<file path="src/rtl/demux4_stream_if.sv">
// Stream demux bundle: one producer-side input, four consumer-side outputs.
// The slave modport is the demux; the master modport drives it.
interface demux4_stream_if #(
    parameter int DataWidth = 32
);
    logic [1:0]           sel_i;
    logic [DataWidth-1:0] data_i;
    logic                 valid_i;
    logic                 ready_o;
    logic [DataWidth-1:0] out0_data_o;
    logic [DataWidth-1:0] out1_data_o;
    logic [DataWidth-1:0] out2_data_o;
    logic [DataWidth-1:0] out3_data_o;
    logic [3:0]           valid_o;
    logic [3:0]           ready_i;

    modport slave (
        input  sel_i,
        input  data_i,
        input  valid_i,
        input  ready_i,
        output ready_o,
        output out0_data_o,
        output out1_data_o,
        output out2_data_o,
        output out3_data_o,
        output valid_o
    );

    modport master (
        output sel_i,
        output data_i,
        output valid_i,
        output ready_i,
        input  ready_o,
        input  out0_data_o,
        input  out1_data_o,
        input  out2_data_o,
        input  out3_data_o,
        input  valid_o
    );
endinterface

</file>
<file path="src/rtl/demux4_stream.sv">
// Buffered 1-to-4 stream demultiplexer.
// Each output channel owns a 2-entry FIFO so one stalled consumer blocks only itself.
module demux4_stream #(
    parameter int DataWidth = 32
) (
    input logic            clk_i,
    input logic            rst_ni,
    demux4_stream_if.slave bus
);
    logic [DataWidth-1:0] mem [4][2];
    logic [3:0]           rptr;
    logic [3:0]           wptr;
    logic [1:0]           occ [4];
    logic                 ready;
    logic [3:0]           psh;
    logic [3:0]           pop;
    logic [3:0]           vld;

    // Depends only on sel and stored occupancy, never on consumer ready.
    assign ready = (occ[bus.sel_i] != 2'd2);
    assign bus.ready_o = ready;
    assign bus.valid_o = vld;

    always_comb begin
        psh = '0;
        pop = '0;
        vld = '0;
        for (int k = 0; k < 4; k++) begin
            vld[k] = (occ[k] != 2'd0);
            pop[k] = vld[k] && bus.ready_i[k];
            psh[k] = bus.valid_i && ready
                     && (bus.sel_i == 2'(k));
        end
    end

    assign bus.out0_data_o = mem[0][rptr[0]];
    assign bus.out1_data_o = mem[1][rptr[1]];
    assign bus.out2_data_o = mem[2][rptr[2]];
    assign bus.out3_data_o = mem[3][rptr[3]];

    always_ff @(posedge clk_i or negedge rst_ni) begin
        if (!rst_ni) begin
            rptr <= '0;
            wptr <= '0;
            for (int k = 0; k < 4; k++) begin
                occ[k]    <= 2'd0;
                mem[k][0] <= '0;
                mem[k][1] <= '0;
            end
        end else begin
            for (int k = 0; k < 4; k++) begin
                if (psh[k]) begin
                    mem[k][wptr[k]] <= bus.data_i;
                    wptr[k]         <= ~wptr[k];
                end
                if (pop[k]) begin
                    rptr[k] <= ~rptr[k];
                end
                if (psh[k] && !pop[k]) begin
                    occ[k] <= occ[k] + 2'd1;
                end else if (!psh[k] && pop[k]) begin
                    occ[k] <= occ[k] - 2'd1;
                end
            end
        end
    end

    for (genvar g = 0; g < 4; g++) begin : g_chk
        a_no_over : assert property (
            @(posedge clk_i) disable iff (!rst_ni)
            occ[g] != 2'd3
        );
        a_full_push : assert property (
            @(posedge clk_i) disable iff (!rst_ni)
            psh[g] |-> occ[g] != 2'd2
        );
        a_no_under : assert property (
            @(posedge clk_i) disable iff (!rst_ni)
            pop[g] |-> occ[g] != 2'd0
        );
    end
endmodule

</file>
<file path="src/flat_wrapper.sv">
// flat-port wrapper written by rule: the top's interface ports become plain ports
module demux4_stream_flat 
#(
    parameter int DataWidth = 32
)
  (clk_i, rst_ni, bus_sel_i, bus_data_i, bus_valid_i, bus_ready_i, bus_ready_o, bus_out0_data_o, bus_out1_data_o, bus_out2_data_o, bus_out3_data_o, bus_valid_o);
  demux4_stream_if #(.DataWidth(DataWidth)) bus_i ();
  input logic clk_i;
  input logic rst_ni;
  input wire logic [$bits(bus_i.sel_i)-1:0] bus_sel_i;
  input wire logic [$bits(bus_i.data_i)-1:0] bus_data_i;
  input wire logic [$bits(bus_i.valid_i)-1:0] bus_valid_i;
  input wire logic [$bits(bus_i.ready_i)-1:0] bus_ready_i;
  output wire logic [$bits(bus_i.ready_o)-1:0] bus_ready_o;
  output wire logic [$bits(bus_i.out0_data_o)-1:0] bus_out0_data_o;
  output wire logic [$bits(bus_i.out1_data_o)-1:0] bus_out1_data_o;
  output wire logic [$bits(bus_i.out2_data_o)-1:0] bus_out2_data_o;
  output wire logic [$bits(bus_i.out3_data_o)-1:0] bus_out3_data_o;
  output wire logic [$bits(bus_i.valid_o)-1:0] bus_valid_o;
  assign bus_i.sel_i = bus_sel_i;
  assign bus_i.data_i = bus_data_i;
  assign bus_i.valid_i = bus_valid_i;
  assign bus_i.ready_i = bus_ready_i;
  assign bus_ready_o = bus_i.ready_o;
  assign bus_out0_data_o = bus_i.out0_data_o;
  assign bus_out1_data_o = bus_i.out1_data_o;
  assign bus_out2_data_o = bus_i.out2_data_o;
  assign bus_out3_data_o = bus_i.out3_data_o;
  assign bus_valid_o = bus_i.valid_o;
  demux4_stream #(.DataWidth(DataWidth)) u_core (.clk_i(clk_i), .rst_ni(rst_ni), .bus(bus_i));
endmodule
</file>
<file path="config.mk">
export PLATFORM = sky130hd
export DESIGN_NAME = demux4_stream_flat
export DESIGN_NICKNAME = d
export VERILOG_FILES = /design/src/rtl/demux4_stream_if.sv /design/src/rtl/demux4_stream.sv /design/src/flat_wrapper.sv
export SDC_FILE = /design/constraint.sdc
export NUM_CORES = 1
export LEC_CHECK = 0
export ABC_CLOCK_PERIOD_IN_PS = 1800
export BUFFER_PORTS_ARGS = -buffer_cell sky130_fd_sc_hd__buf_2
export CAP_MARGIN = 20
export CORE_UTILIZATION = 50
export DETAILED_ROUTE_END_ITERATION = 7
export GPL_TIMING_DRIVEN = 0
export HOLD_SLACK_MARGIN = 0.06
export PLACE_DENSITY_LB_ADDON = 0.3
export SETUP_SLACK_MARGIN = 0.2
export SLEW_MARGIN = 20
export SYNTH_ARGS = -nofsm -noshare
export SYNTH_HDL_FRONTEND = slang
export SYNTH_SLANG_ARGS = --single-unit
</file>
<file path="constraint.sdc">
create_clock -name clk_i -period 1.8 [get_ports clk_i]
set_clock_uncertainty 0.2 [all_clocks]
set_input_delay 0.18 -clock clk_i [delete_from_list [all_inputs] [get_ports clk_i]]
set_output_delay 0.18 -clock clk_i [all_outputs]
set_load 0.05 [all_outputs]
</file>
== Word level (Yosys, flattened, before mapping) ==
Cells that the tools add are included.

* Flip-flop bits (word level): 272
* Bits of input ports: 41
* Output and inout port bits: 133
* Logic and storage cells: 135

* Add/sub/neg operators: 8
* Order comparisons: 13
* Eq/ne operators: 4
* Multiplexer cells: 35
* Bitwise logic cells: 17
* Reductions and logical operators: 38

{| class="wikitable"
|+ Operators with widths
! kind !! number
|-
| $mux 32 || 16
|-
| $bwmux 64 || 4
|-
| $demux 32 s1 || 4
|-
| $logic_and 1x1->1 || 21
|-
| $mux 2 || 10
|-
| $ge 2x2->1 const B || 8
|-
| $not 1->2 || 8
|-
| $reduce_bool 2->1 || 8
|-
| $add 2x1->2 const B || 4
|-
| $logic_not 1->1 || 8
|-
| $lt 2x1->1 const B || 4
|-
| $not 1->1 || 8
|-
| $sub 2x1->2 const B || 4
|-
| $bmux 2 s2 || 1
|-
| $eq 2x2->1 const B || 2
|-
| $ge 3x3->1 const B || 1
|-
| $not 2->3 || 1
|-
| $eq 2x1->1 const B || 1
|-
| $logic_not 2->1 || 1
|-
| $ne 2x2->1 const B || 1
|}

== Depth between registers and ports, before layout ==
Gate-level depths: netlist of run 1.

* Depth after elaboration: 11
* Gate-level depth with buffers: 7
* Depth with buffers taken out: 6

== Worst setup path before layout of run 1 ==
Ideal clock, no wire load.

* Kind: flip-flop to flip-flop
* From: register u_core.occ[1] (netlist name)
* To: register u_core.mem[33] (netlist name)
* Library setup time: 0.125 ns
* Arrival time: 1.549 ns
* Required time: 1.475 ns
* Path slack: -0.074 ns
* Cell stages (with the launch flop): 5
* Buffers on the path: 1
* Period minus slack after synthesis: 1.874 ns
* Path through: dfrtp_1 nor2b_1 nor4b_2 buf_2 mux2_2

* Longest elaborated chain between the ends: 6

{| class="wikitable"
|+ Ends and longest elaborated chain
! element !! RTL line !! source
|-
| start, declared || demux4_stream.sv:13 || <nowiki>logic [1:0] occ [4];</nowiki>
|-
| start signal, assigned by index || demux4_stream.sv:60 || <nowiki>occ[k] <= occ[k] + 2'd1;</nowiki>
|-
| start signal, assigned by index || demux4_stream.sv:62 || <nowiki>occ[k] <= occ[k] - 2'd1;</nowiki>
|-
| $bmux 2 s2 || demux4_stream.sv:20 || <nowiki>assign ready = (occ[bus.sel_i] != 2'd2);</nowiki>
|-
| $mux 2 (not written as such) (2 in series) || demux4_stream.sv:20 ||
|-
| $ne 2x2->1 || demux4_stream.sv:20 ||
|-
| $logic_and 1x1->1 || demux4_stream.sv:31 || <nowiki>psh[k] = bus.valid_i && ready</nowiki>
|-
| $logic_and 1x1->1 || demux4_stream.sv:32 || <nowiki>&& (bus.sel_i == 2'(k));</nowiki>
|-
| end signal, assigned by index || demux4_stream.sv:53 || <nowiki>mem[k][wptr[k]] <= bus.data_i;</nowiki>
|-
| end, declared || demux4_stream.sv:10 || <nowiki>logic [DataWidth-1:0] mem [4][2];</nowiki>
|}

Every way passes these cells. The select of a mux whose other input is x is not followed.
A chain may end at the register's enable or synchronous reset.

== Worst setup path after layout of run 1 ==
* From: register u_core.rptr[3]
* To: output bus_out3_data_o[26]

* Longest elaborated chain between the ends: 4

{| class="wikitable"
|+ Ends and longest elaborated chain
! element !! RTL line !! source
|-
| start, declared || demux4_stream.sv:11 || <nowiki>logic [3:0] rptr;</nowiki>
|-
| start signal, assigned by index || demux4_stream.sv:57 || <nowiki>rptr[k] <= ~rptr[k];</nowiki>
|-
| $not 1->2 (not written as such) || demux4_stream.sv:39 || <nowiki>assign bus.out3_data_o = mem[3][rptr[3]];</nowiki>
|-
| $mux 32 (not written as such) (3 in series) || demux4_stream.sv:39 ||
|-
| end, declared || flat_wrapper.sv:18 || <nowiki>output wire logic [$bits(bus_i.out3_data_o)-1:0] bus_out3_data_o;</nowiki>
|}

Every way passes these cells. The select of a mux whose other input is x is not followed.

==> results of run 1 <==
==> cells by family (layout without fill, tap and decap cells) <==
| kind of cell | after synthesis | count (layout) |
|---|---|---|
| XOR/XNOR | 20 | 20 |
| adder cells (fa/ha/maj) | 4 | 4 |
| buffers and inverters | 45 | 394 |
| flip-flops | 272 | 272 |
| multiplexers | 385 | 385 |
| other | 0 | 1 |
| AND/OR/NAND/NOR | 33 | 33 |
==> final timing paths <==
kind / from / slack (ps) / endpoint / cells past startpoint
min reg2reg: u_core.wptr[0]$_DFFE_PN0P_ / 300 / u_core.wptr[0]$_DFFE_PN0P_ / 1
max reg2reg: u_core.occ[3]$_DFFE_PN0P_ / -360 / u_core.mem[97]$_DFFE_PN0P_ / 7
min: rst_ni / 30 / u_core.mem[16]$_DFFE_PN0P_ / 2
min in group clk_i: bus_sel_i[1] / 30 / u_core.wptr[2]$_DFFE_PN0P_ / 4
max: u_core.rptr[3]$_DFFE_PN0P_ / -390 / bus_out3_data_o[26] / 4
max in group asynchronous: rst_ni / 330 / u_core.mem[144]$_DFFE_PN0P_ / 3
==> stage by stage <==
step / util [%] / setup WS [ps] / TNS [ps]
detailed placement: 58.3 / -652 / -44060
global route: 78.8 / -421 / -77070
floorplan: - / -18.3 / -566
finish: 78.8 / -388 / -69090
global placement: 58.0 / -4700 / -1316750
CTS: 73.9 / -392 / -57890
==> metal layers <==
layer / wire length (um) / track usage [%] / share of wire, %
met4: 880 / 4.86 / 2.4
met1: 15900 / 36.0 / 43
met5: 0 / 0 / 0
met3: 1620 / 4.46 / 4.4
met2: 18400 / 43.2 / 50
==> layout make-up <==
class	count	area share (%)
Timing Repair Buffer	301	20.4
Clock buffer	45	4.46
Inverter	1	0.0203
Clock inverter	3	0.101
Tap cell	319	2.16
Sequential cell	272	36.8
Antenna cell	1	0.0135
Buffer	44	4.69
Multi-Input combinational cell	442	31.3
==> placed cells by master, fill, tap and decap left out, drive strengths merged <==
master        instances
and2b                 1
nand2b                3
or2                   4
nor2b                 2
buf                 282
nor2                  6
nand4                 2
and3                  2
nor3b                 1
mux4                  1
dlygate4sd3          38
nor4b                 2
ha                    4
or4                   1
xnor2                 8
mux2                384
dfrtp               272
nor3                  1
clkbuf               68
nand2                 5
inv                   2
clkinv                2
dlymetal6s4s          2
diode                 1
xor2                 12
and4                  1
nand4b                2
==> flip-flops by register name (all words and copies together), names as in the netlist <==
name / flops
u_core.rptr: 4
u_core.wptr: 4
u_core.occ: 8
u_core.mem: 256
==> timing repair <==
| action | CTS | global route |
|---|---|---|
| endpoints found under the setup margin | 387 | 396 |
| gates cloned | 15 | 13 |
| setup buffers | 35 | 25 |
| resized for setup | 478 | 189 |
| pin swaps | 2 | 8 |
| endpoints found under the hold margin | 544 | 2 |
==> critical path, delay by kind of cell (launching register included) <==
| kind | cells | cell delay [ps] |
|---|---|---|
| buffers and inverters | 3 | 480 |
| flip-flops | 1 | 430 |
| multiplexers | 1 | 350 |
==> key figures, run 1 <==
STA
  – RSZ-0062 raised after global routing: true
  – Final setup viols: 267
  – Slew @ Worst Pin: 629 ps
  – Fin. Hold Viols: 0
  – Final worst setup slack: -388 ps
  – Tcrit/Tclk final: 122%
  – Pins over their slew limit: 0
  – Fmax: roughly 460 MHz
  – Max-slew headroom: 58.0%
  – Min cycle time layout: 2190 ps
  – Worst Hold Slack: 31.4 ps

Final layout
  – Non-Filler Instances: 1428
  – Area grow syn2layout: 54.7%
  – Design Area, Final: roughly 19000 sq um
  – Register area: between 6000 and 7000 sq um
  – Multi-input logic area: 5790 sq um
  – Layout Nets: 1136
  – Fill cell count: between 1000 and 1500
  – Layout cells sized above 1: between 60% and 70%

Logic synthesis
  – Synthesized instance count: 759
  – Synth top area share: 56.9%
  – Syn nets: 804
  – Post-synthesis sequential area ratio: 56.9%
  – Number of synthesized register bits: 272
  – Synth Area in Simple Gates: under 10%
  – EDFF count, synth: 0
  – FFs w/ async S/R, synth: 100%
  – Largest family of logic cells by synthesized area: multiplexers
  – Synthesized-area fraction occupied by ao, oa, aoi and oai cells: 0%
  – Synth warn: 0
  – Unique masters post-synth: 29
  – Post-synthesis mux area share: a little under two fifths
  – Leading area contributor after synthesis: dfrtp_1
  – Synth top cells by count: 352 x mux2_2, 272 x dfrtp_1, 30 x mux2_4, 22 x buf_2, 17 x clkbuf_1
  – Adder-Cell Fraction of Synth Area: 0.418%
  – Ranking of synthesized cells by area: dfrtp_1 57%, mux2_2 33%, mux2_4 3.8%
  – Main synth FF type: dfrtp_1
  – Synth Cell Area: roughly 12000 sq um
  – Synth Area in XOR/XNOR: between 1 and 1.5%
  – Leading cell type by number of instances after synthesis: mux2_2
  – Mapped Avg Cell Area: 15.8 sq um

Drt
  – DRC viols: 0
  – Via density: ~5.6
  – Drt wl/cell: 25.8 um
  – Via Count: approximately 7900
  – Routed wire length: 36900 um
  – DRT Pass-1 Iters: 4
  – Routed Antenna Nets: 0
  – DR iter-0 viols: 435

Clocking
  – Clock insertion delay at the later pin of the skew report: 540 ps
  – CTS Buf Count: 29
  – Clk sinks: ~270
  – CTS tree: built
  – CTS Buffer Depth: 3
  – Root Buffer: clkbuf_16
  – H-Tree Depth: 1
  – Post-CTS Hold Buffers: 40
  – Clock transition at path regs: 70 ps

Setup path
  – Worst path cell trace: buf_12 > clkbuf_16 > mux2_2 > buf_6
  – Largest stage delay, worst path: about 430 ps
  – Worst path required time: ~1400 ps
  – Crit Path Class: reg2out
  – Crit end category: output port
  – Data arrival, critical path: 1810 ps
  – CP max-delay cell: dfrtp_2
  – Critical path peak fanout: 5
  – Worst setup SP type: flop

Placed design
  – I/O Buffers: between 150 and 200
  – Placed cell count: ~1300
  – Hpwl dp: about 18000 um
  – Dpl cell area: 13700 sq um
  – Final Wtd Congestion: 0.755

GRT
  – Number of global-route vias before repair: between 8000 and 9000
  – Grt total ovfl: 0
  – Pin count of the biggest net entering global routing: 98
  – Global-route wire length before repair: around 48000 um
  – Initial antenna violation count: 1
  – GRT Util Overall: approximately 26%

Floorplan
  – Die area: roughly 25000 sq um
  – Die height: 157 um
  – Initial Util: between 50% and 60%
  – Total I/O pin count: between 150 and 200
  – Row count: 56
  – Core area: 23500 sq um
  – Die Wd: 157 um

Worst hold path
  – Hold Crit Class: in2async

Status
  – Outcome: finished with violations
  – Violations in the final reports: setup timing

Run
  – Maxcap violations: 0
Power of run 1 is left out: the tool's default activity adds up to more than one toggle a clock period on the data nets, which glitch-free logic cannot reach.
==> run 2: changes to the inputs <==
--- a/config.mk
+++ b/config.mk
@@ -8,13 +8,13 @@
 export ABC_CLOCK_PERIOD_IN_PS = 1800
 export BUFFER_PORTS_ARGS = -buffer_cell sky130_fd_sc_hd__buf_2
 export CAP_MARGIN = 20
+export CORE_ASPECT_RATIO = 1.25
 export CORE_UTILIZATION = 50
 export DETAILED_ROUTE_END_ITERATION = 7
 export GPL_TIMING_DRIVEN = 0
 export HOLD_SLACK_MARGIN = 0.06
 export PLACE_DENSITY_LB_ADDON = 0.3
 export SETUP_SLACK_MARGIN = 0.2
-export SLEW_MARGIN = 20
 export SYNTH_ARGS = -nofsm -noshare
 export SYNTH_HDL_FRONTEND = slang
 export SYNTH_SLANG_ARGS = --single-unit
==> run 2 against run 1 <==
Against the previous run: the flow finishes with violations (hold timing, setup timing); first-iteration DRC count is 8.3% lower; clock-buffer cell count down 2; routed wire length grew 13%; non-clock buffer count grew 28; critical path depth increased by 5; sequential share of layout area is 1.9 points lower; critical path type is now reg2reg; flip-flop and latch count unchanged; via count is 3.9% higher; cell area is 5.5% higher; worst hold slack worse by 47 ps; worst setup slack worse by 63 ps.
==> key figures, run 2 (synthesis results as in run 1) <==
Setup path
  – Critical Path Start: u_core.occ[3]$_DFFE_PN0P_ (was u_core.rptr[3]$_DFFE_PN0P_)
  – Reg2reg start: u_core.occ[3]$_DFFE_PN0P_ (unchanged)
  – Data arrival, critical path: 2470 ps (was 1810 ps)
  – Crit Path Class: reg2reg (was reg2out)
  – CP endpoint: u_core.mem[87]$_DFFE_PN0P_ (was bus_out3_data_o[26])
  – FF-to-FF End: u_core.mem[87]$_DFFE_PN0P_ (was u_core.mem[97]$_DFFE_PN0P_)
  – Critical path peak fanout: 7 (was 5)
  – Register-to-register setup slack: -450 ps (was -360 ps)
  – Worst path required time: 2020 ps (was 1420 ps)
  – Crit end category: flop (was output port)
  – Worst setup SP type: flop (unchanged)
  – Reg2Reg Depth: 9 (was 7)

Final layout
  – N_diodes: 0 (was 1)
  – Commonest non-fill, non-tap cell in the layout: mux2_4 (was dfrtp_1)
  – Layout cells sized above 1: 70.4% (was 68.1%)
  – Commonest cells after routing, fill and taps aside: 304 x mux2_4, 268 x dfrtp_1, 96 x buf_8 (was 269 x dfrtp_1, 232 x mux2_4, 152 x mux2_2)
  – Largest Register: u_core.mem (unchanged)
  – Fill cell count: 979 (was 1189)
  – Area grow syn2layout: 63.2% (was 54.7%)
  – Layout Nets: 1163 (was 1136)
  – Biggest regs: u_core.mem (256), u_core.occ (8) (unchanged)
  – Max reg flops: 256 (unchanged)
  – Design Area, Final: 19500 sq um (was 18500 sq um)

Drt
  – Via density: 5.77 (was 5.55)
  – Routed Antenna Nets: 0 (unchanged)
  – DRC viols: 0 (unchanged)
  – DR iter-0 viols: 399 (was 435)
  – Routed wire length: 41600 um (was 36900 um)
  – Drt wl/cell: 29.1 um (was 25.8 um)
  – DRT Pass-1 Iters: 5 (was 4)
  – Via Count: 8244 (was 7932)

Clocking
  – CTS Buffer Depth: 3 (unchanged)
  – Post-CTS Hold Buffers: 40 (unchanged)
  – CTS Buf Count: 28 (was 29)
  – Clock insertion delay at the later pin of the skew report: 540 ps (about the same)
  – Clock transition at path regs: 70 ps (about the same)
  – CTS tree: built (unchanged)
  – H-Tree Depth: 1 (unchanged)
  – Root Buffer: clkbuf_16 (unchanged)
  – Clk sinks: 272 (unchanged)

STA
  – RSZ-0062 raised after global routing: true (unchanged)
  – Fmax: 444 MHz (was 457 MHz)
  – Final worst setup slack: -451 ps (was -388 ps)
  – Final setup viols: 291 (was 267)
  – Pins over their slew limit: 0 (unchanged)
  – Tcrit/Tclk final: 125% (was 122%)
  – Worst Hold Slack: -15.4 ps (was 31.4 ps)
  – Fin. Hold Viols: 3 (was 0)
  – Slew @ Worst Pin: 608 ps (was 629 ps)
  – Setup TNS: -80960 ps (was -69090 ps)
  – Max-slew headroom: 59.5% (was 58.0%)
  – Min cycle time layout: 2250 ps (was 2190 ps)

Worst hold path
  – Hold Crit Class: in2async (unchanged)

GRT
  – Global-route wire length before repair: 54100 um (was 48000 um)
  – Initial antenna violation count: 0 (was 1)
  – GRT Util Overall: 29.5% (was 25.9%)
  – Pin count of the biggest net entering global routing: 105 (was 98)
  – Number of global-route vias before repair: 8849 (was 8082)
  – Grt total ovfl: 0 (unchanged)

Floorplan
  – Core area: 23200 sq um (was 23500 sq um)
  – Die area: 24500 sq um (about the same)
  – Total I/O pin count: 174 (unchanged)
  – Initial Util: 51.6% (was 51.0%)
  – Die height: 175 um (was 157 um)
  – Row count: 62 (was 56)
  – Die Wd: 140 um (was 157 um)

Placed design
  – Final Wtd Congestion: 0.728 (was 0.755)
  – Hpwl dp: 17400 um (was 17600 um)
  – Dpl cell area: 13700 sq um (about the same)
  – I/O Buffers: 171 (unchanged)

Status
  – Outcome: finished with violations (unchanged)
  – Violations in the final reports: hold timing, setup timing (was setup timing)

Run
  – Maxcap violations: 0 (unchanged)
run 2: changes by cell type in the layout (fill, tap and decap cells not counted), sizes merged:
cell          previous run  this run
dlymetal6s4s             2         1
clkinv                   2         7
buf                    282       308
bufinv                   0         1
clkinvlp                 0         1
inv                      2         1
dlygate4sd3             38        39
diode                    1         0
run 2: per-stage QoR:
step,hold slack (ps),cells,worst slack [ps],utilization [%]
6_report,-15.4,1428,-451,84.1
5_1_grt,44.8,1428,-484,84.1
4_1_cts,11.2,1393,-378,78.9
3_5_place_dp,-5.93,1220,-576,58.9
3_3_place_gp,273,1218,-4630,58.6
2_1_floorplan,-316,759,-18.3,-
run 2: area by class of cell:
class / count / area [sq um] / share of cell area, %
Buffer: 44 / 918 / 4.71
Clock buffer: 43 / 868 / 4.45
Clock inverter: 9 / 72.6 / 0.372
Inverter: 1 / 3.75 / 0.0192
Multi-Input combinational cell: 442 / 6140 / 31.5
Sequential cell: 272 / 6810 / 34.9
Tap cell: 288 / 360 / 1.85
Timing Repair Buffer: 329 / 4340 / 22.2
run 2: repair_timing:
action	in CTS	in global routing
endpoints found under the setup margin	390	394
resized for setup	566	205
gates cloned	26	11
pin swaps	11	9
buffers inserted	55	24
hold endpoints to repair	544	8
run 2: worst max-delay path, stage by stage, from the launching register on:
cell     delay [ps]
dfrtp_1         390
nor2b_4         140
buf_6           110
buf_6           110
buf_12          120
nor4b_4         250
buf_6           230
buf_12          130
buf_16          120
mux2_4          310
run 2: worst min path at each step:
stage / endpoint / slack [ps]
after floorplan: u_core.mem[0]$_DFFE_PN0P_ / -320
after global placement: u_core.rptr[3]$_DFFE_PN0P_ / 270
after detailed placement: u_core.occ[5]$_DFFE_PN0P_ / -6
after CTS: u_core.wptr[2]$_DFFE_PN0P_ / 10
after global routing: u_core.mem[226]$_DFFE_PN0P_ / 40
final: u_core.mem[226]$_DFFE_PN0P_ / -20
run 2: per-layer routing:
metal | global-route usage, % | wire (um)
met5 | 0 | 0
met4 | 9.66 | 1240
met3 | 5.40 | 2070
met2 | 51.5 | 22000
met1 | 36.8 | 16200
Power of run 2 is left out for the same reason.
==> run 3: changes to the inputs <==
--- a/config.mk
+++ b/config.mk
@@ -13,7 +13,7 @@
 export DETAILED_ROUTE_END_ITERATION = 7
 export GPL_TIMING_DRIVEN = 0
 export HOLD_SLACK_MARGIN = 0.06
-export PLACE_DENSITY_LB_ADDON = 0.3
+export PLACE_DENSITY = 0.82
 export SETUP_SLACK_MARGIN = 0.2
 export SYNTH_ARGS = -nofsm -noshare
 export SYNTH_HDL_FRONTEND = slang
==> run 3 against run 2 <==
Against the previous run: fmax shrank 0.98%; clock-buffer cell count shrank 9; cell area shrank 0.60%; sequential share of layout area grew 0.21 points; cell count shrank 0.42%; via count grew 4.3%; utilization shrank 0.51 points; the flow still finishes with violations (hold timing, setup timing).
==> key figures, run 3 (synthesis results as in run 1) <==
Final layout
  – Commonest cells after routing, fill and taps aside: 268 x mux2_4, 268 x dfrtp_1, 116 x mux2_2 (was 304 x mux2_4, 268 x dfrtp_1, 96 x buf_8)
  – Layout cells sized above 1: 71.0% (was 70.4%)
  – Largest Register: u_core.mem (unchanged)
  – N_diodes: 0 (unchanged)
  – Layout Nets: 1158 (was 1163)
  – Design Area, Final: 19400 sq um (was 19500 sq um)
  – Max reg flops: 256 (unchanged)
  – Biggest regs: u_core.mem (256), u_core.occ (8) (unchanged)
  – Finished Core Util: 83.6% (was 84.1%)
  – Area grow syn2layout: 62.2% (was 63.2%)

Floorplan
  – Total I/O pin count: 174 (unchanged)
  – Die height: 175 um (unchanged)
  – Initial Util: 51.6% (unchanged)
  – Row count: 62 (unchanged)
  – Die area: 24500 sq um (unchanged)
  – Core area: 23200 sq um (unchanged)
  – Die Wd: 140 um (unchanged)

Clocking
  – Clock transition at path regs: 70 ps (about the same)
  – Post-CTS Hold Buffers: 38 (was 40)
  – Clk sinks: 272 (unchanged)
  – CTS Buffer Depth: 3 (unchanged)
  – Clock insertion delay at the later pin of the skew report: 560 ps (was 540 ps)
  – CTS Buf Count: 27 (was 28)
  – CTS tree: built (unchanged)
  – H-Tree Depth: 1 (unchanged)
  – Root Buffer: clkbuf_16 (unchanged)

Setup path
  – Crit path buf inv count: 1 (was 6)
  – Worst path required time: 1420 ps (was 2020 ps)
  – Largest stage delay, worst path: 540 ps (was 390 ps)
  – Worst path cell trace: nand2b_1 > mux4_2 > buf_8 (was nor2b_4 > buf_6 > buf_6 > buf_12 > nor4b_4 > buf_6 > buf_12 > buf_16 > mux2_4)
  – CP max-delay cell: mux4_2 (was dfrtp_1)
  – Crit end category: output port (was flop)
  – Crit Path Class: reg2out (was reg2reg)
  – Worst setup SP type: flop (unchanged)
  – Critical path peak fanout: 2 (was 7)
  – Delay-heaviest family, CP: multiplexers (was buffers and inverters)
  – Data arrival, critical path: 1890 ps (was 2470 ps)

Worst hold path
  – Hold Crit Class: in2async (unchanged)

Run
  – Maxcap violations: 0 (unchanged)

STA
  – Tcrit/Tclk final: 126% (was 125%)
  – Worst Hold Slack: -674 ps (was -15.4 ps)
  – Fin. Hold Viols: 156 (was 3)
  – Final worst setup slack: -474 ps (was -451 ps)
  – Min cycle time layout: 2270 ps (was 2250 ps)
  – Fmax: 440 MHz (was 444 MHz)
  – Max-slew headroom: 57.2% (was 59.5%)
  – Pins over their slew limit: 0 (unchanged)
  – Setup TNS: -94080 ps (was -80960 ps)
  – Slew @ Worst Pin: 642 ps (was 608 ps)
  – RSZ-0062 raised after global routing: true (unchanged)
  – Final setup viols: 310 (was 291)

GRT
  – Grt total ovfl: 0 (unchanged)
  – Initial antenna violation count: 0 (unchanged)
  – Number of global-route vias before repair: 9341 (was 8849)
  – Pin count of the biggest net entering global routing: 117 (was 105)
  – Global-route wire length before repair: 61300 um (was 54100 um)
  – GRT Util Overall: 34.2% (was 29.5%)

Placed design
  – I/O Buffers: 171 (unchanged)
  – Final Wtd Congestion: 0.725 (was 0.728)
  – Hpwl dp: 17600 um (was 17400 um)
  – Dpl cell area: 13700 sq um (unchanged)

Drt
  – Routed wire length: 46300 um (was 41600 um)
  – Drt wl/cell: 32.6 um (was 29.1 um)
  – DR iter-0 viols: 507 (was 399)
  – Via Count: 8595 (was 8244)
  – DRT Pass-1 Iters: 5 (unchanged)
  – Routed Antenna Nets: 0 (unchanged)
  – DRC viols: 0 (unchanged)
  – Via density: 6.04 (was 5.77)

Status
  – Violations in the final reports: hold timing, setup timing (unchanged)
  – Outcome: finished with violations (unchanged)
run 3: cell types whose count changed in the layout (fill, tap and decap cells not counted), moves of 3 or more:
cell / before / now
clkbuf_16: 54 / 58
buf_12: 48 / 40
clkbuf_8: 9 / 6
xor2_1: 10 / 7
buf_4: 28 / 36
clkbuf_1: 5 / 1
mux2_2: 80 / 116
bufinv_16: 1 / 4
mux2_4: 304 / 268
buf_6: 78 / 68
run 3: routing by layer:
layer	vias up	GRT usage, %	wire length (um)
li1	3426	-	-
met1	4593	40.2	17300
met2	411	60.5	23800
met3	165	6.28	2390
met4	0	16.2	2800
met5	-	0	0
run 3: per-stage QoR:
stage	cells	setup slack, ps
3_3_place_gp	1218	-4520
3_5_place_dp	1220	-648
4_1_cts	1394	-383
2_1_floorplan	759	-18.3
5_1_grt	1422	-485
6_report	1422	-474
run 3: cell type report:
cell class | count | area, sq um
clock inverters | 16 | 210
fillers | 940 | 3800
multi-input cells | 442 | 6040
repair buffers | 325 | 4280
plain buffers | 44 | 923
clock buffers | 34 | 762
flip-flops and latches | 272 | 6810
well taps | 288 | 360
inverters | 1 | 3.75
run 3: repair_timing:
item	CTS	global route
gates cloned	31	4
buffers inserted	55	24
gates resized for setup	654	83
endpoints found under the hold margin	427	156
pin swaps	12	15
endpoints found under the setup margin	387	395
run 3: path summary, 6_finish.rpt:
path,from,endpoint,slack [ps],cells past startpoint
worst max-delay path,u_core.occ[0]$_DFFE_PN0P_,bus_ready_o,-470,3
worst min-delay path,rst_ni,u_core.mem[216]$_DFFE_PN0P_,-670,1
worst max register to register,u_core.occ[3]$_DFFE_PN0P_,u_core.mem[92]$_DFFE_PN0P_,-460,8
worst min register to register,u_core.mem[179]$_DFFE_PN0P_,u_core.mem[179]$_DFFE_PN0P_,310,1
max in group asynchronous,rst_ni,u_core.mem[201]$_DFFE_PN0P_,580,3
min in group clk_i,bus_sel_i[0],u_core.occ[0]$_DFFE_PN0P_,170,4
run 3: worst reg2reg max path, cell delays in order, from the launching register on:
cell and delay (ps):
dfrtp_1 410, nor2b_4 150, buf_4 130, buf_6 120, nor4b_4 350, buf_6 190
buf_12 130, buf_16 140, mux2_4 340
Power of run 3 is left out for the same reason.
